<file path="config.mk">
export PLATFORM = sky130hd
export DESIGN_NAME = alu_arbiter_flat
export DESIGN_NICKNAME = d
export VERILOG_FILES = /design/src/rtl/alu_arbiter_if.sv /design/src/rtl/alu_arbiter.sv /design/src/flat_wrapper.sv
export SDC_FILE = /design/constraint.sdc
export NUM_CORES = 1
export LEC_CHECK = 0
export BUFFER_PORTS_ARGS = -buffer_cell sky130_fd_sc_hd__buf_2
export CAP_MARGIN = 0
export CORE_MARGIN = 2
export CORE_UTILIZATION = 57
export CTS_BUF_LIST = sky130_fd_sc_hd__clkbuf_2
export CTS_CLUSTER_SIZE = 25
export DETAILED_ROUTE_END_ITERATION = 10
export PLACE_DENSITY = 0.87
export SETUP_SLACK_MARGIN = 0.3
export SLEW_MARGIN = 25
export SYNTH_ARGS = -nofsm -noshare
export SYNTH_HDL_FRONTEND = slang
export SYNTH_SLANG_ARGS = --single-unit
</file>
<file path="constraint.sdc">
create_clock -name clk -period 4.05 [get_ports clk]
set_input_delay 0.405 -clock clk [delete_from_list [all_inputs] [get_ports clk]]
set_output_delay 0.405 -clock clk [all_outputs]
set_load 0.1 [all_outputs]
</file>
<file path="src/rtl/alu_arbiter_if.sv">
// Request/response bundle between the two operand sources, the consumer and alu_arbiter.
// The master side drives requests and RespReady; the slave side is the arbiter.
interface alu_arbiter_if;
  logic       ReqValidA;
  logic       ReqValidB;
  logic       ReqReadyA;
  logic       ReqReadyB;
  logic [3:0] Num1A;
  logic [3:0] Num2A;
  logic [3:0] Num1B;
  logic [3:0] Num2B;
  logic       MA;
  logic       MB;
  logic       RespValid;
  logic       RespReady;
  logic       RespId;
  logic [3:0] Result;
  logic       SF;
  logic       ZF;
  logic       CF;
  logic       OF;
  logic [7:0] OpCount;

  modport master (
    output ReqValidA, ReqValidB, Num1A, Num2A, Num1B, Num2B, MA, MB, RespReady,
    input  ReqReadyA, ReqReadyB, RespValid, RespId, Result, SF, ZF, CF, OF, OpCount
  );

  modport slave (
    input  ReqValidA, ReqValidB, Num1A, Num2A, Num1B, Num2B, MA, MB, RespReady,
    output ReqReadyA, ReqReadyB, RespValid, RespId, Result, SF, ZF, CF, OF, OpCount
  );
endinterface

</file>
<file path="src/rtl/alu_arbiter.sv">
// Round-robin arbiter sharing one 4-bit add/sub ALU between requesters A and B,
// with registered operands, a fixed execute cycle and a held, ID-tagged response.
module alu_arbiter (
  input  logic         clk,
  input  logic         rst_n,
  alu_arbiter_if.slave bus
);

  typedef enum logic [1:0] {
    IDLE = 2'd0,
    EXEC = 2'd1,
    RESP = 2'd2
  } state_t;

  state_t     r_state;
  state_t     w_next;
  logic       r_last_grant;
  logic       w_any;
  logic       w_grant;

  logic [3:0] r_num1;
  logic [3:0] r_num2;
  logic       r_m;
  logic       r_id;

  logic [3:0] r_result;
  logic       r_sf;
  logic       r_zf;
  logic       r_cf;
  logic       r_of;
  logic       r_resp_valid;
  logic       r_resp_id;
  logic [7:0] r_op_count;
  logic [7:0] w_alu;

  // Returns {result[3:0], SF, ZF, CF, OF}; carry into bit 3 is recovered from the sum bit.
  function automatic logic [7:0] alu_addsub(input logic [3:0] a,
                                            input logic [3:0] b,
                                            input logic       m);
    logic [3:0] b_eff;
    logic [4:0] full;
    logic       c2;
    logic       c3;
    b_eff = m ? ~b : b;
    full  = {1'b0, a} + {1'b0, b_eff} + {4'b0000, m};
    c3    = full[4];
    c2    = full[3] ^ a[3] ^ b_eff[3];
    return {full[3:0], full[3], (full[3:0] == 4'd0), c3 ^ m, c3 ^ c2};
  endfunction

  assign w_alu = alu_addsub(r_num1, r_num2, r_m);

  always_comb begin
    w_any   = bus.ReqValidA | bus.ReqValidB;
    w_grant = bus.ReqValidB;
    if (bus.ReqValidA && bus.ReqValidB) begin
      w_grant = ~r_last_grant;
    end
  end

  always_comb begin
    w_next = r_state;
    case (r_state)
      IDLE:    if (w_any) w_next = EXEC;
      EXEC:    w_next = RESP;
      RESP:    if (bus.RespReady) w_next = IDLE;
      default: w_next = IDLE;
    endcase
  end

  always_ff @(posedge clk or negedge rst_n) begin
    if (!rst_n) begin
      r_state <= IDLE;
    end else begin
      r_state <= w_next;
    end
  end

  // Request stage: capture the granted requester's operands
  always_ff @(posedge clk or negedge rst_n) begin
    if (!rst_n) begin
      r_last_grant <= 1'b1;
      r_num1       <= 4'd0;
      r_num2       <= 4'd0;
      r_m          <= 1'b0;
      r_id         <= 1'b0;
    end else if (r_state == IDLE && w_any) begin
      r_last_grant <= w_grant;
      r_id         <= w_grant;
      r_num1       <= w_grant ? bus.Num1B : bus.Num1A;
      r_num2       <= w_grant ? bus.Num2B : bus.Num2A;
      r_m          <= w_grant ? bus.MB    : bus.MA;
    end
  end

  // Execute stage: latch ALU result and flags, then hold them until consumed
  always_ff @(posedge clk or negedge rst_n) begin
    if (!rst_n) begin
      r_result     <= 4'd0;
      r_sf         <= 1'b0;
      r_zf         <= 1'b0;
      r_cf         <= 1'b0;
      r_of         <= 1'b0;
      r_resp_id    <= 1'b0;
      r_resp_valid <= 1'b0;
      r_op_count   <= 8'd0;
    end else begin
      if (r_state == EXEC) begin
        {r_result, r_sf, r_zf, r_cf, r_of} <= w_alu;
        r_resp_id    <= r_id;
        r_resp_valid <= 1'b1;
      end else if (r_state == RESP && bus.RespReady) begin
        r_resp_valid <= 1'b0;
        r_op_count   <= r_op_count + 8'd1;
      end
    end
  end

  assign bus.ReqReadyA = (r_state == IDLE) && w_any && !w_grant;
  assign bus.ReqReadyB = (r_state == IDLE) && w_any &&  w_grant;
  assign bus.RespValid = r_resp_valid;
  assign bus.RespId    = r_resp_id;
  assign bus.Result    = r_result;
  assign bus.SF        = r_sf;
  assign bus.ZF        = r_zf;
  assign bus.CF        = r_cf;
  assign bus.OF        = r_of;
  assign bus.OpCount   = r_op_count;

endmodule

</file>
<file path="src/flat_wrapper.sv">
// flat-port wrapper written by rule: the top's interface ports become plain ports
module alu_arbiter_flat 
  (clk, rst_n, bus_ReqValidA, bus_ReqValidB, bus_Num1A, bus_Num2A, bus_Num1B, bus_Num2B, bus_MA, bus_MB, bus_RespReady, bus_ReqReadyA, bus_ReqReadyB, bus_RespValid, bus_RespId, bus_Result, bus_SF, bus_ZF, bus_CF, bus_OF, bus_OpCount);
  alu_arbiter_if bus_i ();
  input  logic clk;
  input  logic rst_n;
  input wire logic [$bits(bus_i.ReqValidA)-1:0] bus_ReqValidA;
  input wire logic [$bits(bus_i.ReqValidB)-1:0] bus_ReqValidB;
  input wire logic [$bits(bus_i.Num1A)-1:0] bus_Num1A;
  input wire logic [$bits(bus_i.Num2A)-1:0] bus_Num2A;
  input wire logic [$bits(bus_i.Num1B)-1:0] bus_Num1B;
  input wire logic [$bits(bus_i.Num2B)-1:0] bus_Num2B;
  input wire logic [$bits(bus_i.MA)-1:0] bus_MA;
  input wire logic [$bits(bus_i.MB)-1:0] bus_MB;
  input wire logic [$bits(bus_i.RespReady)-1:0] bus_RespReady;
  output wire logic [$bits(bus_i.ReqReadyA)-1:0] bus_ReqReadyA;
  output wire logic [$bits(bus_i.ReqReadyB)-1:0] bus_ReqReadyB;
  output wire logic [$bits(bus_i.RespValid)-1:0] bus_RespValid;
  output wire logic [$bits(bus_i.RespId)-1:0] bus_RespId;
  output wire logic [$bits(bus_i.Result)-1:0] bus_Result;
  output wire logic [$bits(bus_i.SF)-1:0] bus_SF;
  output wire logic [$bits(bus_i.ZF)-1:0] bus_ZF;
  output wire logic [$bits(bus_i.CF)-1:0] bus_CF;
  output wire logic [$bits(bus_i.OF)-1:0] bus_OF;
  output wire logic [$bits(bus_i.OpCount)-1:0] bus_OpCount;
  assign bus_i.ReqValidA = bus_ReqValidA;
  assign bus_i.ReqValidB = bus_ReqValidB;
  assign bus_i.Num1A = bus_Num1A;
  assign bus_i.Num2A = bus_Num2A;
  assign bus_i.Num1B = bus_Num1B;
  assign bus_i.Num2B = bus_Num2B;
  assign bus_i.MA = bus_MA;
  assign bus_i.MB = bus_MB;
  assign bus_i.RespReady = bus_RespReady;
  assign bus_ReqReadyA = bus_i.ReqReadyA;
  assign bus_ReqReadyB = bus_i.ReqReadyB;
  assign bus_RespValid = bus_i.RespValid;
  assign bus_RespId = bus_i.RespId;
  assign bus_Result = bus_i.Result;
  assign bus_SF = bus_i.SF;
  assign bus_ZF = bus_i.ZF;
  assign bus_CF = bus_i.CF;
  assign bus_OF = bus_i.OF;
  assign bus_OpCount = bus_i.OpCount;
  alu_arbiter u_core (.clk(clk), .rst_n(rst_n), .bus(bus_i));
endmodule
</file>
Word-level counts from Yosys, hierarchy flattened
Cells that the tools add are included.

word-level totals
  bits in registers = 31
  input bits = 23
  output and inout port bits = 20
  word-level logic and storage cells = 50

operators by class
  $add $sub $neg = 3
  equality and inequality tests = 4
  muxes and demuxes = 10
  bitwise gates (word level) = 8
  reduce and logical (&&, ||, !) cells = 11

operator list
  operator               number
  $mux W4                3
  $add A8 B1 Y8 const B  1
  $pmux W2 S3            1
  $add A4 B4 Y5          1
  $add A5 B1 Y5          1
  $logic_and A1 B1 Y1    5
  $logic_not A4 Y1       1
  $mux W1                4
  $mux W2                2
  $not A4 Y4             1
  $reduce_and A2 Y1      2
  $xor A1 B1 Y1          4
  $eq A2 B1 Y1 const B   1
  $eq A2 B2 Y1 const B   1
  $logic_not A2 Y1       1
  $ne A2 B1 Y1 const B   1
  $ne A2 B2 Y1 const B   1
  $not A1 Y1             2
  $reduce_bool A2 Y1     1
  $logic_not A1 Y1       1
  $or A1 B1 Y1           1

Logic depth before layout (Yosys ltp)
Gate-level depths: netlist (run 1).

  depth in word-level cells = 7
  mapped depth = 9
  depth with buffers taken out = 8

Worst setup path after synthesis (run 1)
No wires, ideal clock.

  path kind = register -> register
  start point = register u_core.r_m
  end point = register u_core.r_sf (netlist: u_core.bus.SF)
  arrival = 2.016 ns
  setup slack = 1.908 ns
  cell stages (with the launch flop) = 8
  buffers on the path = 1
  clock period less this slack = 2.142 ns
  path through = dfrtp_1 > clkbuf_8 > xor2_1 > ha_1 > and2b_1 > a2111oi_2 > o311ai_1 > mux2_2

on the way
  word-level cells in the longest chain between the ends = 3

ends and longest elaborated chain
  element                 line                source
  start, declared         alu_arbiter.sv:23   logic r_m;
  start signal, assigned  alu_arbiter.sv:92   r_m <= w_grant ? bus.MB : bus.MA;
  $mux W4                 alu_arbiter.sv:44   b_eff = m ? ~b : b;
  $add A4 B4 Y5           alu_arbiter.sv:45   full = {1'b0, a} + {1'b0, b_eff} + {4'b0000, m};
  $add A5 B1 Y5 (*)       alu_arbiter.sv:45
  end signal, assigned    alu_arbiter.sv:109  {r_result, r_sf, r_zf, r_cf, r_of} <= w_alu;
  end, declared           alu_arbiter.sv:27   logic r_sf;

Every way passes the cells marked *; elsewhere a longest branch is shown, timed or not.
A chain may end at the register's enable or synchronous reset.

Worst setup path after layout (run 1)
  start point = register u_core.r_state[0]
  end point = output port bus_ReqReadyA

on the way
  word-level cells in the longest chain between the ends = 3

ends and longest elaborated chain
  element                            line                source
  start, declared                    alu_arbiter.sv:15   state_t r_state;
  start signal, assigned             alu_arbiter.sv:75   r_state <= w_next;
  $logic_not A2 Y1                   alu_arbiter.sv:119  assign bus.ReqReadyA = (r_state == IDLE) && w_any && !w_grant;
  $logic_and A1 B1 Y1 (2 in series)  alu_arbiter.sv:119
  end, declared                      flat_wrapper.sv:16  output wire logic [$bits(bus_i.ReqReadyA)-1:0] bus_ReqReadyA;

Every way passes these cells.

==> impl_metrics.py, run 1 <==
metrics = {
    "layout": {
        "multi_input_area_um2": 608.1,
        "layoutNonFillerInstCount": 203,
        "drive_above_1_share": 0.3353,
        "finalNetCount": 200,
        "area_delta_synth_final_pct": 16.90,
        "design_area_mm2": 0.001705,
        "diodes": 0,
        "regArea_um2": 752.0,
        "num-fill-cells": 194,
    },
    "sta": {
        "fmax_ghz": 0.4217,
        "tightest_slew_ns": 0.6296,
        "tns_ns": 0,
        "grt_setup_unrepaired": "false",
        "min_period_ns": 2.371,
        "slew_headroom": 0.5802,
        "skew_ns": 0.01951,
        "slew_violations": 0,
        "finalSetupViolCount": 0,
        "hold_viol_final": 0,
        "fin_crit_sh": 0.5855,
    },
    "setup_path": {
        "cp-end-kind": "primary output",
        "arrival_ns": 1.97,
        "startpoint_type": "register",
        "required_ns": 3.64,
        "crit_fanout": 10,
        "path_class": "register to primary output",
    },
    "floorplanning": {
        "ioPinCount": 43,
        "core_mm2": 0.002455,
        "die_area_mm2": 0.002980,
        "num_rows": 18,
        "dieWidth_um": 54.59,
        "dieHeight_um": 54.59,
        "start_util": 0.5943,
    },
    "clocking": {
        "h-tree-depth": 2,
        "clkSinkCount": 30,
        "clockBufferDepth": 2,
        "cts_setup_buffers": 0,
        "clock_latency_ns": 0.36,
        "cts_buffers": 5,
        "root_buffer": "clkbuf_2",
        "cts_tree": "done",
        "cts_resized": 0,
        "postCtsHoldBufs": 0,
        "path_clk_slew_ns": 0.17,
    },
    "route": {
        "wl_per_cell_um": 14.04,
        "drt_wl_total_um": 2851,
        "via_per_inst": 5.542,
        "num_vias": 1125,
        "drcViolationCount": 0,
        "antenna_left": 0,
        "drt-initial-drc-count": 28,
        "dr.pass1.iters": 4,
    },
    "global_route": {
        "grt_pass1_wl_um": 4478,
        "grt_pass1_vias": 1042,
        "track_usage": 0.2191,
        "antenna_found_initial": 0,
        "grt-ovfl-total": 0,
        "grt_max_degree": 31,
    },
    "synth": {
        "async_flop_share": 1.000,
        "synth_top_flop_cell": "dfrtp_1",
        "synth-seq-cells": 30,
        "synth_edf_count": 0,
        "synth_cell_types": 36,
        "synth_cells": 129,
        "synth-seq-area-share": 0.5154,
        "synth_common_cells": "29 x dfrtp_1, 13 x inv_1, 11 x nand2_1",
        "synth_top_area_cell": "dfrtp_1",
        "post-synth-top-count-cell": "dfrtp_1",
        "avgSynthCellArea_um2": 11.31,
        "ys_top_cells_by_area": "dfrtp_1 50%, a222oi_1 6.2%, xnor2_1 6.0%, xor2_1 3.6%, ha_1 3.4%",
        "synth_top_area_share": 0.4974,
        "synth_nets": 157,
        "syn_area_mm2": 0.001459,
        "yosys_warnings": 0,
    },
    "run_status": {
        "status": "completed",
    },
    "hold_path": {
        "min_path_type": "primary input to asynchronous set/reset pin",
    },
    "placement": {
        "finalWeightedCongestion": 0.7415,
        "place_inst": 195,
        "dp_hpwl_um": 2219,
        "dpl_cell_area_mm2": 0.001664,
        "io_buffer_count": 42,
    },
    "flow_run": {
        "maxCapViolations": 0,
    },
}
final timing paths:
path                                       start                    end  slack, ns  cells past startpoint
max                            u_core.r_state[0]          bus_ReqReadyA       1.68                      4
min                                        rst_n  u_core.bus.OpCount[3]       0.04                      1
max reg2reg                           u_core.r_m          u_core.bus.SF       1.72                      6
min reg2reg                u_core.bus.OpCount[7]  u_core.bus.OpCount[7]       0.49                      1
max in group asynchronous                  rst_n       u_core.r_num1[1]       3.58                      1
min in group clk                    bus_Num2B[3]       u_core.r_num2[3]       0.25                      3
critical path: stages (launching register included):
cell,delay (ns)
dfrtp_1,0.43
nor2_1,0.16
o21ai_0,0.14
a21oi_2,0.36
buf_2,0.51
metrics by stage:
stage               setup WS, ns  hold WS, ns  utilization
floorplan                  1.908       0.1094            -
global placement           1.876       0.4570       0.6779
detailed placement         1.739       0.4653       0.6779
CTS                        1.669      0.05660       0.6947
global route               1.564      0.07236       0.6947
finish                     1.679      0.04141       0.6947
cells by family (layout without fill, tap and decap cells):
| family | Yosys count | in the layout | synth area share |
|---|---|---|---|
| flops | 30 | 30 | 0.5154 |
| mux | 4 | 4 | 0.03002 |
| simple gates | 30 | 30 | 0.1124 |
| buf+inv | 20 | 64 | 0.06775 |
| xor+xnor | 16 | 16 | 0.09605 |
| fa+ha+maj | 5 | 5 | 0.04803 |
| compound gates | 24 | 24 | 0.1304 |
layout make-up:
| type | instances | share of cell area |
|---|---|---|
| clock buffer | 5 | 0.01467 |
| clock inverter | 3 | 0.009538 |
| inverter | 13 | 0.02861 |
| multi-input combinational | 79 | 0.3566 |
| sequential | 30 | 0.4409 |
| tap | 30 | 0.02201 |
| timing repair buffer | 43 | 0.1277 |
state kept, by name, indices dropped and copies added, names as in the netlist:
register,cells
u_core.r_num1,4
u_core.bus.OF,1
u_core.r_last_grant,1
u_core.bus.OpCount,8
u_core.r_m,1
u_core.r_state,2
u_core.bus.SF,1
u_core.bus.RespId,1
u_core.r_num2,4
u_core.bus.CF,1
u_core.bus.RespValid,1
u_core.bus.Result,3
u_core.bus.ZF,1
u_core.r_id,1
layout by cell type (no fill, tap or decap), types with 3 or more instances in the layout:
cell type	count
buf_2	42
dfrtp_1	29
inv_1	13
nand2_1	11
xnor2_1	10
a222oi_1	9
o21ai_0	7
xor2_1	6
clkbuf_2	5
nor2_1	4
ha_1	4
mux2_2	3
metal layers:
metal  GRT usage  part of all wire  wire length [µm]
met1      0.2706              0.41              1168
met2      0.3512              0.50              1438
met3     0.05738             0.068               195
met4      0.1125             0.017                49
met5           0                 0                 0
Power of run 1 is not shown: default switching activity piles up to over one toggle a cycle in this logic, so the estimate is an artifact.
==> run 2: changes to the inputs <==
CORE_UTILIZATION = 48   (was 57)
PLACE_DENSITY = 0.78   (was 0.87)
clock period = 1.9 ns   (was 4.05 ns; I/O delays follow)
==> run 2 against run 1 <==
  * The flow now finishes with violations (setup timing)
  * Sequential share of layout area fell by 8.8 points
  * Flip-flop and latch count did not move
  * Register-to-register slack got worse by 2.0 ns
  * Cell count rose by 15%
  * Non-clock buffer count rose by 28
  * Wire length rose by 9.9%
  * Hold slack got worse by 0.0075 ns
  * Clock skew rose by 0.0011 ns
  * Utilization rose by 2.8 points
  * Highest routed layer unchanged
  * Largest cell class is now multi-input gates
  * Die area rose by 17%
==> impl_metrics.py, run 2 (synthesis gave the netlist of run 1 again) <==
metrics = {
    "route": {
        "drt-initial-drc-count": 37,
        "wl_per_cell_um": 13.39,
        "antenna_left": 0,
        "via_per_inst": 5.235,
        "dr.pass1.iters": 5,
        "drcViolationCount": 0,
        "drt_wl_total_um": 3134,
        "num_vias": 1225,
    },
    "global_route": {
        "grt-ovfl-total": 0,
        "track_usage": 0.1994,
        "grt_pass1_vias": 1114,
        "grt_max_degree": 31,
        "grt_pass1_wl_um": 5099,
        "antenna_found_initial": 0,
    },
    "setup_path": {
        "rrSetupSlack_ns": -0.27,
        "cp_slowest_cell": "dfrtp_2",
        "path_class": "register to register",
        "crit_chain": "buf_6, xor2_1, ha_2, nor2_4, a2111oi_4, o311ai_4, mux2_4",
        "crit_fanout": 4,
        "required_ns": 2.15,
        "startpoint_type": "register",
        "cp-end-kind": "register",
        "slowest_delay_ns": 0.48,
        "arrival_ns": 2.42,
    },
    "hold_path": {
        "min_path_type": "primary input to register",
    },
    "layout": {
        "finalNetCount": 228,
        "drive_above_1_share": 0.5423,
        "largest_reg_flops": 8,
        "area_delta_synth_final_pct": 47.60,
        "final_cell_mix": "40 x buf_2, 24 x buf_4, 23 x dfrtp_1",
        "layoutNonFillerInstCount": 234,
        "final_common_cell": "buf_2",
        "num-fill-cells": 215,
        "diodes": 0,
    },
    "sta": {
        "finalSetupViolCount": 4,
        "hold_viol_final": 0,
        "fmax_ghz": 0.4605,
        "min_period_ns": 2.171,
        "slew_violations": 0,
        "fin_crit_sh": 1.143,
        "slew_headroom": 0.5726,
        "tightest_slew_ns": 0.6411,
        "skew_ns": 0.02065,
        "setup_slack_ns": -0.2714,
        "grt_setup_unrepaired": "true",
    },
    "placement": {
        "io_buffer_count": 42,
        "dp_hpwl_um": 2292,
        "finalWeightedCongestion": 0.9601,
        "place_inst": 210,
        "dp_worst_setup_slack_ns": -0.2323,
    },
    "clocking": {
        "clkSinkCount": 30,
        "root_buffer": "clkbuf_2",
        "clockBufferDepth": 2,
        "cts_buffers": 5,
        "path_clk_slew_ns": 0.15,
        "cts_tree": "done",
        "clock_latency_ns": 0.36,
        "h-tree-depth": 2,
    },
    "floorplanning": {
        "num_rows": 20,
        "ioPinCount": 43,
        "dieHeight_um": 59.13,
        "start_util": 0.4899,
        "core_mm2": 0.002978,
        "dieWidth_um": 59.13,
        "die_area_mm2": 0.003496,
    },
    "run_status": {
        "violations": "setup timing",
        "status": "finished, violations left",
    },
    "flow_run": {
        "maxCapViolations": 0,
    },
}
run 2: cell count changes in the layout (fill, tap and decap cells not counted), sizes merged:
| cell | delta |
|---|---|
| clkinvlp | -1 |
| bufinv | +1 |
| buf | +26 |
| dlygate4sd3 | +2 |
run 2: critical path: cells and delay by family, from the launching register on:
kind	cells	cell delay, ns
simple gates	1	0.06
buf+inv	1	0.13
compound gates	2	0.58
flops	1	0.48
xor+xnor	1	0.15
fa+ha+maj	1	0.38
mux	1	0.29
run 2: per-stage QoR:
stage | hold slack (ns) | utilization | instance area [µm²] | setup TNS, ns
6_report | 0.03386 | 0.7231 | 2153 | -0.8306
2_1_floorplan | -0.1056 | - | 1528 | -0.4798
3_5_place_dp | 0.2505 | 0.6223 | 1853 | -0.8335
4_1_cts | 0.002249 | 0.6748 | 2009 | -0.6637
5_1_grt | 0.007875 | 0.7231 | 2153 | -1.223
3_3_place_gp | 0.2408 | 0.6223 | 1853 | -0.5084
run 2: per-layer routing:
metal,GRT usage,routed length (µm),up-vias
met3,0.05895,193,2
met2,0.3349,1646,51
li1,-,-,595
met1,0.2407,1271,577
met4,0.07792,23,0
met5,0,0,-
run 2: cell type report:
cell class                 instances  area (µm²)  share of cell area
multi-input combinational         79       764.5              0.3550
sequential                        30       759.5              0.3527
timing repair buffer              71       474.2              0.2202
inverter                          13       48.80             0.02266
tap                               33       41.29             0.01917
clock inverter                     3       40.04             0.01859
clock buffer                       5       25.02             0.01162
run 2: timing repair:
action                                  CTS  global route
hold buffers                              2             0
endpoints found under the setup margin    8             9
setup buffers                             4            10
pin swaps                                 1             9
gates resized for setup                  12            14
endpoints found under the hold margin    30             0
run 2: path summary, 6_finish.rpt:
check,cells after the start,endpoint,from
min reg2reg,1,u_core.bus.OpCount[7],u_core.bus.OpCount[7]
max reg2reg,7,u_core.bus.SF,u_core.r_m
min,3,u_core.r_num2[2],bus_Num2B[2]
min in group asynchronous,2,u_core.bus.OpCount[5],rst_n
max,7,u_core.bus.SF,u_core.r_m
max in group asynchronous,2,u_core.r_m,rst_n
Power of run 2 is left out for the same reason.
==> run 3: changes to the inputs <==
CAP_MARGIN = 25   (was 0)
PLACE_DENSITY = 0.81   (was 0.78)
==> run 3 against run 2 <==
  * The run still ends with setup timing left
  * Clock skew increased by 0.011 ns
  * Utilization decreased by 1.2 points
  * Wire length increased by 3.7%
  * Clock-buffer cell count increased by 1
  * First-iteration DRC count increased by 62%
  * Register-to-register slack improved by 0.099 ns
  * Sequential share of layout area increased by 0.60 points
  * Cell count decreased by 3.0%
  * Final area decreased by 1.7%
  * Worst setup slack improved by 0.099 ns
  * Largest cell class unchanged
==> impl_metrics.py, run 3 (synthesis gave the netlist of run 1 again) <==
metrics = {
    "sta": {
        "setup_slack_ns": -0.1722,
        "slew_violations": 0,
        "tightest_slew_ns": 0.6547,
        "fmax_ghz": 0.4826,
        "finalSetupViolCount": 3,
        "grt_setup_unrepaired": "true",
        "slew_headroom": 0.5635,
        "skew_ns": 0.03152,
        "tns_ns": -0.4419,
        "fin_crit_sh": 1.091,
        "hold_viol_final": 0,
        "min_period_ns": 2.072,
    },
    "clocking": {
        "cts_tree": "done",
        "clockBufferDepth": 2,
        "root_buffer": "clkbuf_2",
        "clock_latency_ns": 0.38,
        "clkSinkCount": 30,
        "cts_buffers": 5,
        "h-tree-depth": 2,
        "path_clk_slew_ns": 0.14,
    },
    "hold_path": {
        "hold_start": "bus_Num1B[2]",
        "hold_depth": 3,
        "min_path_type": "primary input to register",
        "whs_endpoint": "u_core.r_num1[2]",
    },
    "route": {
        "drcViolationCount": 0,
        "dr.pass1.iters": 5,
        "via_per_inst": 5.366,
        "drt_wl_total_um": 3251,
        "num_vias": 1218,
        "wl_per_cell_um": 14.32,
        "drt-initial-drc-count": 60,
        "antenna_left": 0,
    },
    "global_route": {
        "grt_pass1_vias": 1179,
        "track_usage": 0.2126,
        "antenna_found_initial": 0,
        "grt-ovfl-total": 0,
        "grt_pass1_wl_um": 5416,
        "grt_max_degree": 31,
    },
    "setup_path": {
        "arrival_ns": 2.32,
        "r2r_start": "u_core.r_m",
        "rr_worst_depth": 6,
        "reg2reg_to": "u_core.bus.SF",
        "required_ns": 2.15,
        "rrSetupSlack_ns": -0.17,
        "cp-end-kind": "register",
        "startpoint_type": "register",
        "crit_fanout": 5,
        "path_class": "register to register",
    },
    "layout": {
        "diodes": 0,
        "largest_reg_flops": 8,
        "area_delta_synth_final_pct": 45.11,
        "finalNetCount": 221,
        "drive_above_1_share": 0.5206,
        "final_cell_mix": "40 x buf_2, 23 x dfrtp_1, 15 x buf_4",
        "final_common_cell": "buf_2",
        "num-fill-cells": 210,
    },
    "placement": {
        "dp_hpwl_um": 2229,
        "io_buffer_count": 42,
        "finalWeightedCongestion": 0.8272,
    },
    "run_status": {
        "status": "finished, violations left",
        "violations": "setup timing",
    },
    "floorplanning": {
        "ioPinCount": 43,
        "start_util": 0.4899,
        "dieWidth_um": 59.13,
        "die_area_mm2": 0.003496,
        "core_mm2": 0.002978,
        "dieHeight_um": 59.13,
        "num_rows": 20,
    },
    "flow_run": {
        "maxCapViolations": 0,
    },
}
[run 3: through the flow]
stage               utilization  area [µm²]  instances  worst slack [ns]  hold slack [ns]
global route             0.7109        2117        227           -0.2600          0.01301
CTS                      0.6891        2052        225           -0.1498        0.0003947
floorplan                     -        1528        129           -0.2157          -0.1056
global placement         0.6248        1861        211           -0.1861           0.2409
detailed placement       0.6248        1861        211           -0.2181           0.2533
finish                   0.7109        2117        227           -0.1722          0.03416
[run 3: layout make-up]
| cell class | instances | area (µm²) | area share |
|---|---|---|---|
| multi-input combinational | 79 | 774.5 | 0.3658 |
| timing repair buffer | 64 | 429.2 | 0.2027 |
| sequential | 30 | 759.5 | 0.3587 |
| tap | 33 | 41.29 | 0.01950 |
| clock inverter | 2 | 33.78 | 0.01596 |
| clock buffer | 6 | 30.03 | 0.01418 |
| inverter | 13 | 48.80 | 0.02305 |
[run 3: worst max-delay path by stage]
stage / endpoint / from / cells past startpoint
final: u_core.bus.SF / u_core.r_m / 6
after CTS: u_core.bus.SF / u_core.r_m / 6
after global routing: u_core.bus.OF / u_core.r_m / 7
after global placement: u_core.bus.OF / u_core.r_m / 8
after detailed placement: u_core.bus.SF / u_core.r_m / 6
after floorplan: u_core.bus.SF / u_core.r_m / 7
[run 3: routing by layer]
| metal | vias to the layer above | share of wire | track usage |
|---|---|---|---|
| li1 | 579 | - | - |
| met1 | 584 | 0.42 | 0.2686 |
| met2 | 50 | 0.51 | 0.3476 |
| met3 | 5 | 0.066 | 0.06114 |
| met4 | 0 | 0.011 | 0.07792 |
| met5 | - | 0 | 0 |
[run 3: worst max-delay path: stages (launching register included)]
cell and delay [ns]:
dfrtp_2 0.48, xor2_2 0.18, ha_4 0.28, and2b_1 0.20, a2111oi_4 0.37, o311ai_4 0.17, mux2_4 0.29
[run 3: what timing repair did]
action	4_1_cts	5_1_grt
hold buffers	1	1
setup endpoints to repair	8	8
resized for setup	18	10
endpoints found under the hold margin	29	1
pin swaps	12	3
buffers inserted	5	1
Power of run 3 is left out for the same reason.
